<file path="src/rtl/pixel_write_arbiter.sv">
// Round-robin arbiter that connects one pixel-stream client at a time to the VGA adapter write port.
// Optional define PIXEL_CLIP_EN drops writes that fall outside the 160x120 framebuffer.
module pixel_write_arbiter #(
  parameter int unsigned N_CLIENTS = 4,
  parameter int unsigned MAX_HOLD  = 19200,
  parameter int unsigned HOLD_W    = 15
) (
  input  logic                   clk,
  input  logic                   resetn,
  input  logic [N_CLIENTS-1:0]   req,
  input  logic [N_CLIENTS-1:0]   done,
  input  logic [8*N_CLIENTS-1:0] x_in,
  input  logic [7*N_CLIENTS-1:0] y_in,
  input  logic [3*N_CLIENTS-1:0] colour_in,
  input  logic [N_CLIENTS-1:0]   write_in,
  output logic [N_CLIENTS-1:0]   grant,
  output logic [7:0]             x_out,
  output logic [6:0]             y_out,
  output logic [2:0]             colour_out,
  output logic                   write_out,
  output logic                   busy,
  output logic                   timeout
);

  localparam int unsigned IDX_W = (N_CLIENTS > 1) ? $clog2(N_CLIENTS) : 1;

  typedef enum logic [1:0] {StIdle, StGrant, StRelease} state_e;

  state_e               r_state, w_state_d;
  logic [IDX_W-1:0]     r_last, r_gidx, w_sel;
  logic                 w_sel_vld;
  logic [HOLD_W-1:0]    r_hold;
  logic [N_CLIENTS-1:0] r_grant;
  logic [7:0]           r_x;
  logic [6:0]           r_y;
  logic [2:0]           r_colour;
  logic                 r_write, r_timeout, w_timeout;
  logic [7:0]           w_gx;
  logic [6:0]           w_gy;
  logic [2:0]           w_gcolour;
  logic                 w_gwrite, w_gdone, w_greq, w_hold_max, w_wr_fwd;

  function automatic logic [IDX_W-1:0] wrap_idx(input logic [IDX_W-1:0] base,
                                                input int unsigned off);
    return IDX_W'((32'(base) + off) % N_CLIENTS);
  endfunction

  // First requester strictly after the last grantee, wrapping.
  always_comb begin
    w_sel     = r_last;
    w_sel_vld = 1'b0;
    for (int unsigned off = 1; off <= N_CLIENTS; off++) begin
      if (!w_sel_vld && req[wrap_idx(r_last, off)]) begin
        w_sel     = wrap_idx(r_last, off);
        w_sel_vld = 1'b1;
      end
    end
  end

  assign w_gx       = x_in[8*32'(r_gidx) +: 8];
  assign w_gy       = y_in[7*32'(r_gidx) +: 7];
  assign w_gcolour  = colour_in[3*32'(r_gidx) +: 3];
  assign w_gwrite   = write_in[r_gidx];
  assign w_gdone    = done[r_gidx];
  assign w_greq     = req[r_gidx];
  assign w_hold_max = (r_hold == HOLD_W'(MAX_HOLD - 1));

`ifdef PIXEL_CLIP_EN
  assign w_wr_fwd = w_gwrite && (w_gx <= 8'd159) && (w_gy <= 7'd119);
`else
  assign w_wr_fwd = w_gwrite;
`endif

  always_comb begin
    w_state_d = r_state;
    w_timeout = 1'b0;
    unique case (r_state)
      StIdle: begin
        if (w_sel_vld) w_state_d = StGrant;
      end
      StGrant: begin
        if (w_gdone || !w_greq) begin
          w_state_d = StRelease;
        end else if (w_hold_max) begin
          w_state_d = StRelease;
          w_timeout = 1'b1;
        end
      end
      StRelease: w_state_d = StIdle;
      default:   w_state_d = StIdle;
    endcase
  end

  always_ff @(posedge clk) begin
    if (!resetn) begin
      r_state   <= StIdle;
      r_last    <= IDX_W'(N_CLIENTS - 1);
      r_gidx    <= '0;
      r_hold    <= '0;
      r_grant   <= '0;
      r_x       <= '0;
      r_y       <= '0;
      r_colour  <= '0;
      r_write   <= 1'b0;
      r_timeout <= 1'b0;
    end else begin
      r_state   <= w_state_d;
      r_timeout <= w_timeout;
      case (r_state)
        StIdle: begin
          r_write <= 1'b0;
          if (w_sel_vld) begin
            r_grant <= N_CLIENTS'(1) << w_sel;
            r_last  <= w_sel;
            r_gidx  <= w_sel;
            r_hold  <= '0;
          end
        end
        StGrant: begin
          // The exit-cycle pixel is still forwarded and shows during RELEASE.
          r_x      <= w_gx;
          r_y      <= w_gy;
          r_colour <= w_gcolour;
          r_write  <= w_wr_fwd;
          r_hold   <= r_hold + HOLD_W'(1);
          if (w_state_d == StRelease) r_grant <= '0;
        end
        StRelease: begin
          r_write <= 1'b0;
          r_hold  <= '0;
        end
        default: r_write <= 1'b0;
      endcase
    end
  end

  assign grant      = r_grant;
  assign x_out      = r_x;
  assign y_out      = r_y;
  assign colour_out = r_colour;
  assign write_out  = r_write;
  assign busy       = (r_state != StIdle);
  assign timeout    = r_timeout;

endmodule
</file>
<file path="config.mk">
export PLATFORM = sky130hd
export DESIGN_NAME = pixel_write_arbiter
export DESIGN_NICKNAME = d
export VERILOG_FILES = /design/src/rtl/pixel_write_arbiter.sv
export SDC_FILE = /design/constraint.sdc
export NUM_CORES = 1
export LEC_CHECK = 0
export ABC_AREA = 1
export CORE_ASPECT_RATIO = 0.75
export CORE_MARGIN = 3
export CORE_UTILIZATION = 44
export CTS_CLUSTER_DIAMETER = 80
export DETAILED_ROUTE_END_ITERATION = 7
export MAX_ROUTING_LAYER = met4
export PLACE_DENSITY = 0.89
export SLEW_MARGIN = 20
export SYNTH_ARGS = -nofsm -noshare
export SYNTH_HDL_FRONTEND = slang
export SYNTH_SLANG_ARGS = --single-unit
</file>
<file path="constraint.sdc">
create_clock -name clk -period 2.1 [get_ports clk]
set_clock_uncertainty 0.2 [all_clocks]
set_input_delay 0.315 -clock clk [delete_from_list [all_inputs] [get_ports clk]]
set_output_delay 0.315 -clock clk [all_outputs]
set_load 0.02 [all_outputs]
</file>
== Word level (Yosys, flattened, before mapping) ==
Index checks and enable logic that the tools add are counted.

* Register bits: 45
* Input port bits: 86
* Logic and storage cells: 83

* Add/sub/neg operators: 5
* $mul: 2
* $lt $le $gt $ge: 5
* Equal/unequal tests: 6
* Shifts and indexed selects: 4
* Mux-type cells: 32
* Bitwise logic cells: 2
* Reduce and logical (&&, ||, !) cells: 17

{| class="wikitable"
|+ Operator list
! operator !! number
|-
| case mux 15 bit (3 select lines) || 1
|-
| variable part select 32 x 6 -> 8 bit || 1
|-
| variable part select 28 x 6 -> 7 bit || 1
|-
| adder 15 x 1 -> 15 bit, second input constant || 1
|-
| == test 15 bit, second input constant || 1
|-
| less-than comparator 2 x 3 -> 1 bit, second input constant || 5
|-
| 2-to-1 mux 15 bit || 1
|-
| binary-select mux 1 bit (select 2 bit) || 7
|-
| 2-to-1 mux 2 bit || 7
|-
| 2-to-1 mux 1 bit || 12
|-
| variable part select 12 x 5 -> 3 bit || 1
|-
| 2-to-1 mux 4 bit || 2
|-
| case mux 4 bit (2 select lines) || 1
|-
| AND reduction 2 bit || 3
|-
| multiplier 3 x 2 -> 5 bit, first input constant || 1
|-
| adder 2 x 1 -> 2 bit, second input constant || 2
|-
| adder 2 bit, second input constant || 2
|-
| == test 2 bit, second input constant || 2
|-
| logical NOT 1 bit || 4
|-
| multiplier 2 x 2 -> 4 bit, first input constant || 1
|-
| != test 2 bit, second input constant || 2
|-
| case mux 2 bit (2 select lines) || 1
|-
| nonzero test 2 bit || 2
|-
| << shifter 1 x 2 -> 4 bit, first input constant || 1
|-
| 8 further kinds || 11
|}

== Depth between registers and ports, before layout ==
Gate-level depths: netlist of the first run.

* Depth in word-level cells: 18
* Mapped depth: 14

== Worst setup path after synthesis of the first run ==
Ideal clock, no wire load.

* Path type: register to register
* Start: register r_hold[0]
* End: register r_grant[1] (netlist: grant[1])
* Setup time: 129 ps
* Arrival time: 1353 ps
* Required time: 1771 ps
* Path slack: 419 ps
* Stages on the path, launching flop included: 13
* Period minus slack after synthesis: 1681 ps
* Cell sequence: dfxtp_1 ha_1 nand2_1 inv_1 nand2_1 nor2_1 nand2_1 nand3_1 nand2_1 nand2_1 nor2_1 nor2_1 nor2_1

* Longest elaborated chain between the ends: 7

{| class="wikitable"
|+ RTL lines
! what !! line !! text
|-
| from (decl) || 32 || <nowiki>logic [HOLD_W-1:0] r_hold;</nowiki>
|-
| from (signal assigned) || 125 || <nowiki>r_hold <= r_hold + HOLD_W'(1);</nowiki>
|-
| == test 15 bit || 66 || <nowiki>assign w_hold_max = (r_hold == HOLD_W'(MAX_HOLD - 1));</nowiki>
|-
| 2-to-1 mux 2 bit || 84 || <nowiki>end else if (w_hold_max) begin</nowiki>
|-
| 2-to-1 mux 2 bit || 82 || <nowiki>if (w_gdone || !w_greq) begin</nowiki>
|-
| case mux 2 bit (2 select lines) || 77 || <nowiki>unique case (r_state)</nowiki>
|-
| == test 2 bit || 126 || <nowiki>if (w_state_d == StRelease) r_grant <= '0;</nowiki>
|-
| != test 2 bit (no source line) || n/a ||
|-
| AND reduction 3 bit (no source line) || n/a ||
|-
| to (signal assigned) || 113 || <nowiki>r_grant <= N_CLIENTS'(1) << w_sel;</nowiki>
|-
| to (decl) || 33 || <nowiki>logic [N_CLIENTS-1:0] r_grant;</nowiki>
|}

No other way between the ends.
A chain may end at the register's enable or synchronous reset.

== Worst setup path after layout of the first run ==
* Start: register r_last[0]
* End: register r_gidx[1]

* Longest elaborated chain between the ends: 14
* Elaborated cells between the ends (all ways): 27
* Classes of those cells: 4 x add/sub; 16 x mux; 7 x reduce/logical

{| class="wikitable"
|+ RTL lines
! what !! line !! text
|-
| from (decl) || 30 || <nowiki>logic [IDX_W-1:0] r_last, r_gidx, w_sel;</nowiki>
|-
| from (signal assigned) || 97 || <nowiki>r_last <= IDX_W'(N_CLIENTS - 1);</nowiki>
|-
| from (signal assigned) || 114 || <nowiki>r_last <= w_sel;</nowiki>
|-
| adder 2 x 1 -> 2 bit || 45 || <nowiki>return IDX_W'((32'(base) + off) % N_CLIENTS);</nowiki>
|-
| binary-select mux 1 bit (select 2 bit) || 53 || <nowiki>if (!w_sel_vld && req[wrap_idx(r_last, off)]) begin</nowiki>
|-
| 2-to-1 mux 1 bit (not written as such) || 53 ||
|-
| 2-to-1 mux 1 bit || 53 ||
|-
| logical NOT 1 bit || 53 ||
|-
| logical AND 1 bit || 53 ||
|-
| 2-to-1 mux 1 bit || 53 ||
|-
| logical NOT 1 bit || 53 ||
|-
| logical AND 1 bit || 53 ||
|-
| 2-to-1 mux 1 bit || 53 ||
|-
| logical NOT 1 bit || 53 ||
|-
| logical AND 1 bit || 53 ||
|-
| 2-to-1 mux 1 bit || 53 ||
|-
| AND reduction 2 bit (no source line) || n/a ||
|-
| to (signal assigned) || 115 || <nowiki>r_gidx <= w_sel;</nowiki>
|-
| to (decl) || 30 ||
|}

Several ways; a longest one is shown, not always the timed one. The select of a mux whose other input is x is not followed.

==> results of run 1 <==
[cell type report]
type	instances	area, um^2	share of cell area [%]
Inverter	44	167.7	4.092
Timing Repair Buffer	123	1211	29.56
Tap cell	78	97.59	2.382
Clock buffer	6	72.57	1.771
Multi-Input combinational cell	328	1638	39.97
Clock inverter	2	10.01	0.2443
Sequential cell	45	900.9	21.98
[cell usage in the layout, fill, tap and decap left out, drive strengths merged, types with 4 or more instances in the layout]
cell	Yosys	routed
nand3	24	24
nor2	101	101
nand2	73	73
nand4	4	4
inv	44	44
a21oi	22	22
o211ai	4	4
o21ai	68	68
clkdlybuf4s50	0	110
dfxtp	45	45
buf	5	13
o22ai	19	19
clkbuf	18	6
[tightest hold or removal path, delay by kind of cell, from the launching register on]
kind             cells  cell delay [ps]
flip-flops           1              330
AO/OA/AOI/OAI        1               60
AND/OR/NAND/NOR      1               60
[sequential cells by signal, indices dropped and copies added (netlist names)]
name and flops:
timeout 1, r_hold 15, r_gidx 2, r_last 2, x_out 8, r_state 2, y_out 7, grant 4
write_out 1, colour_out 3
[where the power goes]
| part | internal, mW | switching, mW | total (mW) |
|---|---|---|---|
| clock network | 0.231 | 0.292 | 0.523 |
| registers | 1.10 | 0.169 | 1.27 |
| logic | 1.15 | 1.74 | 2.88 |
| total | 2.48 | 2.20 | 4.68 |
[worst min-delay path by stage]
stage	slack [ps]	endpoint	start	cells after the start
global route	320	r_hold[13]	r_hold[13]	2
CTS	290	r_hold[13]	r_hold[13]	2
global placement	270	r_hold[13]	r_hold[13]	2
floorplan	210	r_hold[0]	resetn	2
detailed placement	280	r_hold[13]	r_hold[13]	2
finish	290	r_hold[13]	r_hold[13]	2
[timing repair]
item	4_1_cts	5_1_grt
gates resized for setup	0	2
buffers inserted	0	0
setup endpoints to repair	0	4
[metal layers]
layer | global-route usage [%] | share of wire [%] | routed length, um | vias to the layer above
li1 | - | - | - | 1664
met1 | 25.72 | 41 | 3544 | 1488
met2 | 45.62 | 50 | 4348 | 121
met3 | 7.037 | 7.4 | 648 | 18
met4 | 7.576 | 2.1 | 186 | 0
met5 | - | 0 | 0 | -
[through the flow]
stage               utilization (%)  cells
CTS                           68.15    626
finish                        68.23    626
floorplan                         -    440
global route                  68.23    626
global placement              66.77    618
detailed placement            66.77    618
[kinds of logic after synthesis]
group	after synthesis	synth area share, %
buffers and inverters	67	9.969
DFF	45	32.04
adders and majority gates	1	0.4450
AOI/OAI and AO/OA	120	24.12
and+or+nand+nor	207	33.42
==> out/qor.csv, run 1 <==
metric;value;unit
Worst R2R End;r_gidx[1];
Reg2Reg Setup Slack;160;ps
Netlist cell types;34;
CP Launch Type;flip-flop;
synth warn;0;
count leader, synth;nor2_1;
Total Power;4.677;mW
Yosys top cell by area;dfxtp_1;
Main synth FF type;dfxtp_1;
clk sink count;45;
vias per cell;5.257;
initial antenna violation count;0;
die area;7395;um^2
pin count of the biggest net entering global routing;37;
post-route ant nets;0;
via count;3291;
Mapped Cells;440;
setup_tns;0;ps
Arr. time, crit path;1960;ps
Buf/Inv on CP;2;
Min-Delay Path Class;flip-flop to flip-flop;
Num CTS Buffers;5;
GP Congestion;0.8712;
hpwl dp;6723;um
Fmax;514.4;MHz
Worst slew margin;53.36;%
r2r startpoint;r_last[0];
Max Root-Sink Buffers;2;
router iterations before antenna repair;4;
grt ovf;0;
CP cell instances;buf_4, nand2_2, nand2_2, nand2_1, o21ai_1, nand3_2, nand2_4, buf_4, nand2_1, a21oi_1;
most frequent cells after synthesis;99 x nor2_1, 61 x o21ai_0, 53 x nand2_1;
ys async rst share;0;%
number of max-cap violations;0;
R2R depth;10;
pre-CTS setup slack;-31.36;ps
Leak;1.703;nW
largest fanout on the critical path;7;
crit-path leading delay family;simple AND/OR/NAND/NOR gates;
Worst-Margin Slew;698.9;ps
top-area cell type share of the netlist area;32.04;%
CP required;2120;ps
syn_nets;527;
Setup CP Type;flip-flop to flip-flop;
Max Slew Vio Count;0;
I/O pin cnt;111;
max incr delay on CP;460;ps
post-layout instance area;4098;um^2
power density over the cells;1141;nW/um^2
placed cell areas;4010;um^2
RSZ-0062 raised after global routing;no;
sequential fraction of the synthesis area;32.04;%
core area;6006;um^2
per-cell routed wire length;13.94;um
number of synthesized flops with an enable pin;0;
synth top area cells;dfxtp_1 32%, nor2_1 13%, o21ai_0 11%, nand2_1 7.1%, inv_1 5.5%;
Root Driver;clkbuf_8;
Crit. Startpoint;r_last[0];
Post-CTS Hold Buffers;0;
layout cells sized above 1;10.40;%
area delta synth->final;45.75;%
Rows;24;
vias in the first global route;3194;
TritonCTS clock tree;done;
DIE WIDTH;98.30;um
hold slack;290.4;ps
final hold vios;0;
All-Layer GR Usage;24.57;%
worst-skew pair later-pin latency;300;ps
status;complete, no violations;
VDD IR max;0.0006132;V
H-tree depth;2;
PortBufs;110;
final setup vio count;0;
Iter 0 DRT Violations;158;
Clock transition at path regs;90;ps
CP max-delay cell;dfxtp_1;
flops & latches, synth;45;
Final Worst Setup Slack;155.8;ps
# diodes;0;
Initial Util;46.81;%
cell area after synthesis;2811;um^2
Final period util;92.58;%
Worst path depth;10;
Filler cells;509;
global-route wire length before repair;14160;um
CP Capture Point;r_gidx[1];
min Tclk post-route;1944;ps
Syn Area/Cell;6.390;um^2
Final Net Count;634;
endpoint class of the critical path;flip-flop;
drt drc;0;
DIE HEIGHT;75.23;um
drt total wl;8727;um
Power figures use the tool's default switching activity.
==> inputs of run 2 (changes only) <==
Settings changed: MAX_ROUTING_LAYER met4 to not set, PLACE_DENSITY 0.89 to 0.82.
==> run 2 against run 1 <==
  * Non-clock buffer count down 1
  * Sequential share of layout area up 0.13 points
  * First-iteration DRC count is 11% lower
  * Register-to-register slack gained 50 ps
  * Utilization down 0.31 points
  * Critical path depth shrank 7
  * Routed wire length decreased by 2.1%
  * Power fell by 1.1%
  * Highest routed layer unchanged
  * Largest power group unchanged
  * Final cell count down 0.16%
  * Clock power fell by 2%
  * Via count decreased by 0.61%
  * Die area did not move
==> out/qor.csv, run 2 (synthesis results as in run 1) <==
metric;value;unit
Worst R2R End;r_hold[12];
number of max-cap violations;0;
CP max-delay cell;clkdlybuf4s50_1;
Filler cells;521;
final hold vios;0;
H-tree depth;2;
area delta synth->final;45.08;%
initial antenna violation count;0;
Top reg by flops;r_hold;
WHS Path Cells;2;
router iterations before antenna repair;4;
I/O pin cnt;111;
largest fanout on the critical path;3;
Initial Util;46.81;%
drt total wl;8548;um
Leak;1.693;nW
worst hold start;r_hold[13];
Max Root-Sink Buffers;2;
Fmax;525.1;MHz
worst min-delay path endpoint;r_hold[13];
vias per cell;5.234;
R2R depth;10;
GP Congestion;0.8863;
via count;3271;
Root Driver;clkbuf_8;
setup bufs post-CTS;0;
Post-CTS Hold Buffers;0;
endpoint class of the critical path;output port;
CP Launch Type;flip-flop;
gr busiest metal;met2;
Clock transition at path regs;80;ps
placed cell areas;3990;um^2
# diodes;0;
post-route ant nets;0;
Reg2Reg Setup Slack;210;ps
hold slack;284.5;ps
max incr delay on CP;590;ps
Max Slew Vio Count;0;
pin count of the biggest net entering global routing;39;
Arr. time, crit path;1390;ps
CP cell instances;nor2_1, inv_1, clkdlybuf4s50_1;
PortBufs;110;
VDD IR max;0.0004853;V
status;complete, no violations;
min Tclk post-route;1905;ps
Largest register FFs;15;
Worst-Margin Slew;701.0;ps
area of the multi-input gates;1638;um^2
commonest non-fill, non-tap cells in the layout;110 x clkdlybuf4s50_1, 97 x nor2_1, 61 x o21ai_0;
hpwl dp;6711;um
Num CTS Buffers;5;
CP required;1580;ps
DIE WIDTH;98.30;um
core area;6006;um^2
Iter 0 DRT Violations;140;
RSZ-0062 raised after global routing;no;
drt drc;0;
Final Net Count;633;
grt ovf;0;
met3 Use GR;7.778;%
DIE HEIGHT;75.23;um
setup_tns;0;ps
met2 GRT Util;45.09;%
Reg area;902.1;um^2
vias in the first global route;3143;
Worst slew margin;53.21;%
per-cell routed wire length;13.68;um
Rows;24;
global-route wire length before repair;13910;um
r2r startpoint;r_hold[0];
Min-Delay Path Class;flip-flop to flip-flop;
layout cells sized above 1;10.42;%
power density over the cells;1134;nW/um^2
Total Power;4.624;mW
leading cell type in the layout, fill and taps excluded;clkdlybuf4s50_1;
clk sink count;45;
All-Layer GR Usage;23.30;%
post_cts resized;0;
Setup CP Type;flip-flop to output port;
die area;7395;um^2
worst-skew pair later-pin latency;290;ps
M1 GR Usage;24.58;%
post-layout instance area;4079;um^2
Final period util;90.69;%
TritonCTS clock tree;done;
final setup vio count;0;
run 2: changes by cell type in the layout (fill, tap and decap cells not counted):
| cell | change |
|---|---|
| dfxtp_1 | -1 |
| buf_12 | -1 |
| dfxtp_2 | +1 |
run 2: critical path, delay by kind of cell, from the launching register on:
kind	cells	cell delay (ps)
buffers and inverters	2	640
DFF	1	370
and+or+nand+nor	1	80
run 2: worst max path at each step:
stage,end,startpoint,cells after the start,slack [ps]
3_5_place_dp,grant[1],req[0],12,-70
6_report,busy,r_state[1],3,200
5_1_grt,grant[1],r_hold[0],12,40
2_1_floorplan,grant[1],r_hold[0],12,420
3_3_place_gp,grant[1],req[0],12,30
4_1_cts,r_hold[0],r_last[0],12,130
run 2: metrics by stage:
step           util (%)  cells  setup WS (ps)
2_1_floorplan         -    440          418.5
3_3_place_gp      66.44    617          26.01
3_5_place_dp      66.44    617         -72.24
4_1_cts           67.81    625          131.4
5_1_grt           67.92    625          40.41
6_report          67.92    625          195.4
run 2: cell type report:
type | count | share of cell area (%)
clock buffer | 6 | 1.779
clock inverter | 2 | 0.2454
sequential | 45 | 22.12
tap | 78 | 2.393
timing repair buffer | 122 | 29.20
inverter | 44 | 4.110
multi-input combinational | 328 | 40.15
run 2: report_power, final:
part	switching (mW)	total (mW)	leakage (nW)	internal (mW)
clock	0.282	0.513	0.0450	0.231
sequential	0.168	1.27	0.368	1.10
combinational	1.71	2.84	1.28	1.13
run 2: routing by layer:
layer | vias up | part of all wire (%)
li1 | 1655 | -
met1 | 1492 | 40
met2 | 111 | 51
met3 | 13 | 8.3
met4 | 0 | 1.3
met5 | - | 0
==> inputs of run 3 (changes only) <==
==> constraint.sdc (replaced) <==
create_clock -name clk -period 2.1 [get_ports clk]
set_clock_uncertainty 0.2 [all_clocks]
set_input_delay 0.42 -clock clk [delete_from_list [all_inputs] [get_ports clk]]
set_output_delay 0.42 -clock clk [all_outputs]
set_load 0.02 [all_outputs]
==> run 3 against run 2 <==
  * Non-clock buffer count rose by 8
  * Utilization rose by 1.9 points
  * Final area rose by 2.9%
  * Largest power group unchanged
  * Critical endpoint unchanged
==> out/qor.csv, run 3 (synthesis results as in run 1) <==
metric;value;unit
final hold vios;0;
CP required;1480;ps
initial antenna violation count;0;
vias per cell;5.319;
setup_tns;0;ps
DP Cell Count;619;
clk sink count;45;
Fmax;494.0;MHz
largest fanout on the critical path;3;
Worst path depth;3;
vias in the first global route;3194;
drt total wl;8956;um
max incr delay on CP;590;ps
number of max-cap violations;0;
Final Net Count;642;
CP max-delay cell;clkdlybuf4s50_1;
hold slack;284.0;ps
WHS Path Cells;2;
worst-skew pair later-pin latency;300;ps
Arr. time, crit path;1400;ps
Int Power;2.631;mW
layout cells sized above 1;12.41;%
power density over the cells;1163;nW/um^2
Post-Layout Cell Count;634;
Buf/Inv on CP;2;
die area;7395;um^2
Leak;1.758;nW
R2R depth;11;
# diodes;0;
Root Driver;clkbuf_8;
hpwl dp;6830;um
Worst slew margin;50.54;%
Worst-Margin Slew;741.1;ps
All-Layer GR Usage;23.96;%
sequential power share;26.2;%
via count;3372;
Max Slew Vio Count;0;
Final period util;96.39;%
CP cell instances;nor2_1, inv_1, clkdlybuf4s50_1;
Max Root-Sink Buffers;2;
DIE WIDTH;98.30;um
GP Congestion;0.8872;
grt ovf;0;
crit-path leading delay family;buffers and inverters;
Num CTS Buffers;5;
post-route ant nets;0;
core area;6006;um^2
CP Launch Type;flip-flop;
Logic pwr share;61.8;%
Clock transition at path regs;80;ps
Min-Delay Path Class;flip-flop to flip-flop;
Largest register FFs;15;
Net Switching;2.246;mW
endpoint class of the critical path;output port;
min Tclk post-route;2024;ps
Post-CTS Hold Buffers;0;
status;complete, no violations;
per-cell routed wire length;14.13;um
Top reg by flops;r_hold;
Rows;24;
PortBufs;110;
router iterations before antenna repair;5;
Initial Util;46.81;%
commonest non-fill, non-tap cells in the layout;110 x clkdlybuf4s50_1, 97 x nor2_1, 60 x o21ai_0;
final setup vio count;0;
I/O pin cnt;111;
leading cell type in the layout, fill and taps excluded;clkdlybuf4s50_1;
switch share;46.05;%
DIE HEIGHT;75.23;um
Iter 0 DRT Violations;176;
area delta synth->final;49.22;%
Setup CP Type;flip-flop to output port;
H-tree depth;2;
pin count of the biggest net entering global routing;39;
clock share of power;12.1;%
drt drc;0;
global-route wire length before repair;14350;um
VDD IR max;0.0005852;V
TritonCTS clock tree;done;
[run 3: final timing paths]
check / from / slack (ps) / end
worst max-delay path: r_state[1] / 80 / busy
worst min-delay path: grant[0] / 280 / grant[0]
worst max register to register: r_last[1] / 180 / r_hold[14]
worst min register to register: grant[0] / 280 / grant[0]
[run 3: repair_timing]
action,in CTS,in global routing
endpoints found under the setup margin,0,12
setup buffers,0,6
gates resized for setup,0,8
[run 3: area by class of cell]
cell class | instances | area, um^2
clock buffer | 7 | 96.34
clock inverter | 1 | 5.005
fill | 506 | 1810
inverter | 44 | 167.7
multi-input combinational | 329 | 1662
sequential | 45 | 903.4
tap | 78 | 97.59
timing repair buffer | 130 | 1264
[run 3: power groups by stage]
| stage | Sequential [mW] | Combinational, mW | Clock [mW] |
|---|---|---|---|
| after floorplan | 1.49 | 1.66 | 0 |
| after global placement | 1.28 | 2.81 | 0 |
| after detailed placement | 1.29 | 2.89 | 0 |
| after CTS | 1.27 | 2.89 | 0.596 |
| after global routing | 1.31 | 3.33 | 0.635 |
| final | 1.28 | 3.01 | 0.588 |
[run 3: routing by layer]
metal	vias up	share of wire (%)	global-route usage, %
met2	148	50	44.94
met5	-	0	0
met4	0	2.4	8.788
li1	1679	-	-
met1	1520	39	26.04
met3	25	8.5	7.315
[run 3: metrics by stage]
step                      utilization (%)  instance area [um^2]  setup WS (ps)  total power, mW
after floorplan                         -                  2811          418.5            3.146
after global placement              66.90                  4018         -78.53            4.085
after detailed placement            66.90                  4018         -223.3            4.177
after CTS                           68.58                  4119          65.57            4.763
after global routing                69.85                  4195         -14.62            5.274
final                               69.85                  4195          75.74            4.877
[run 3: tightest hold or removal path, stage by stage, from the launching register on]
cell     delay, ps
dfxtp_1        310
nand3_1         70
a21oi_1         60
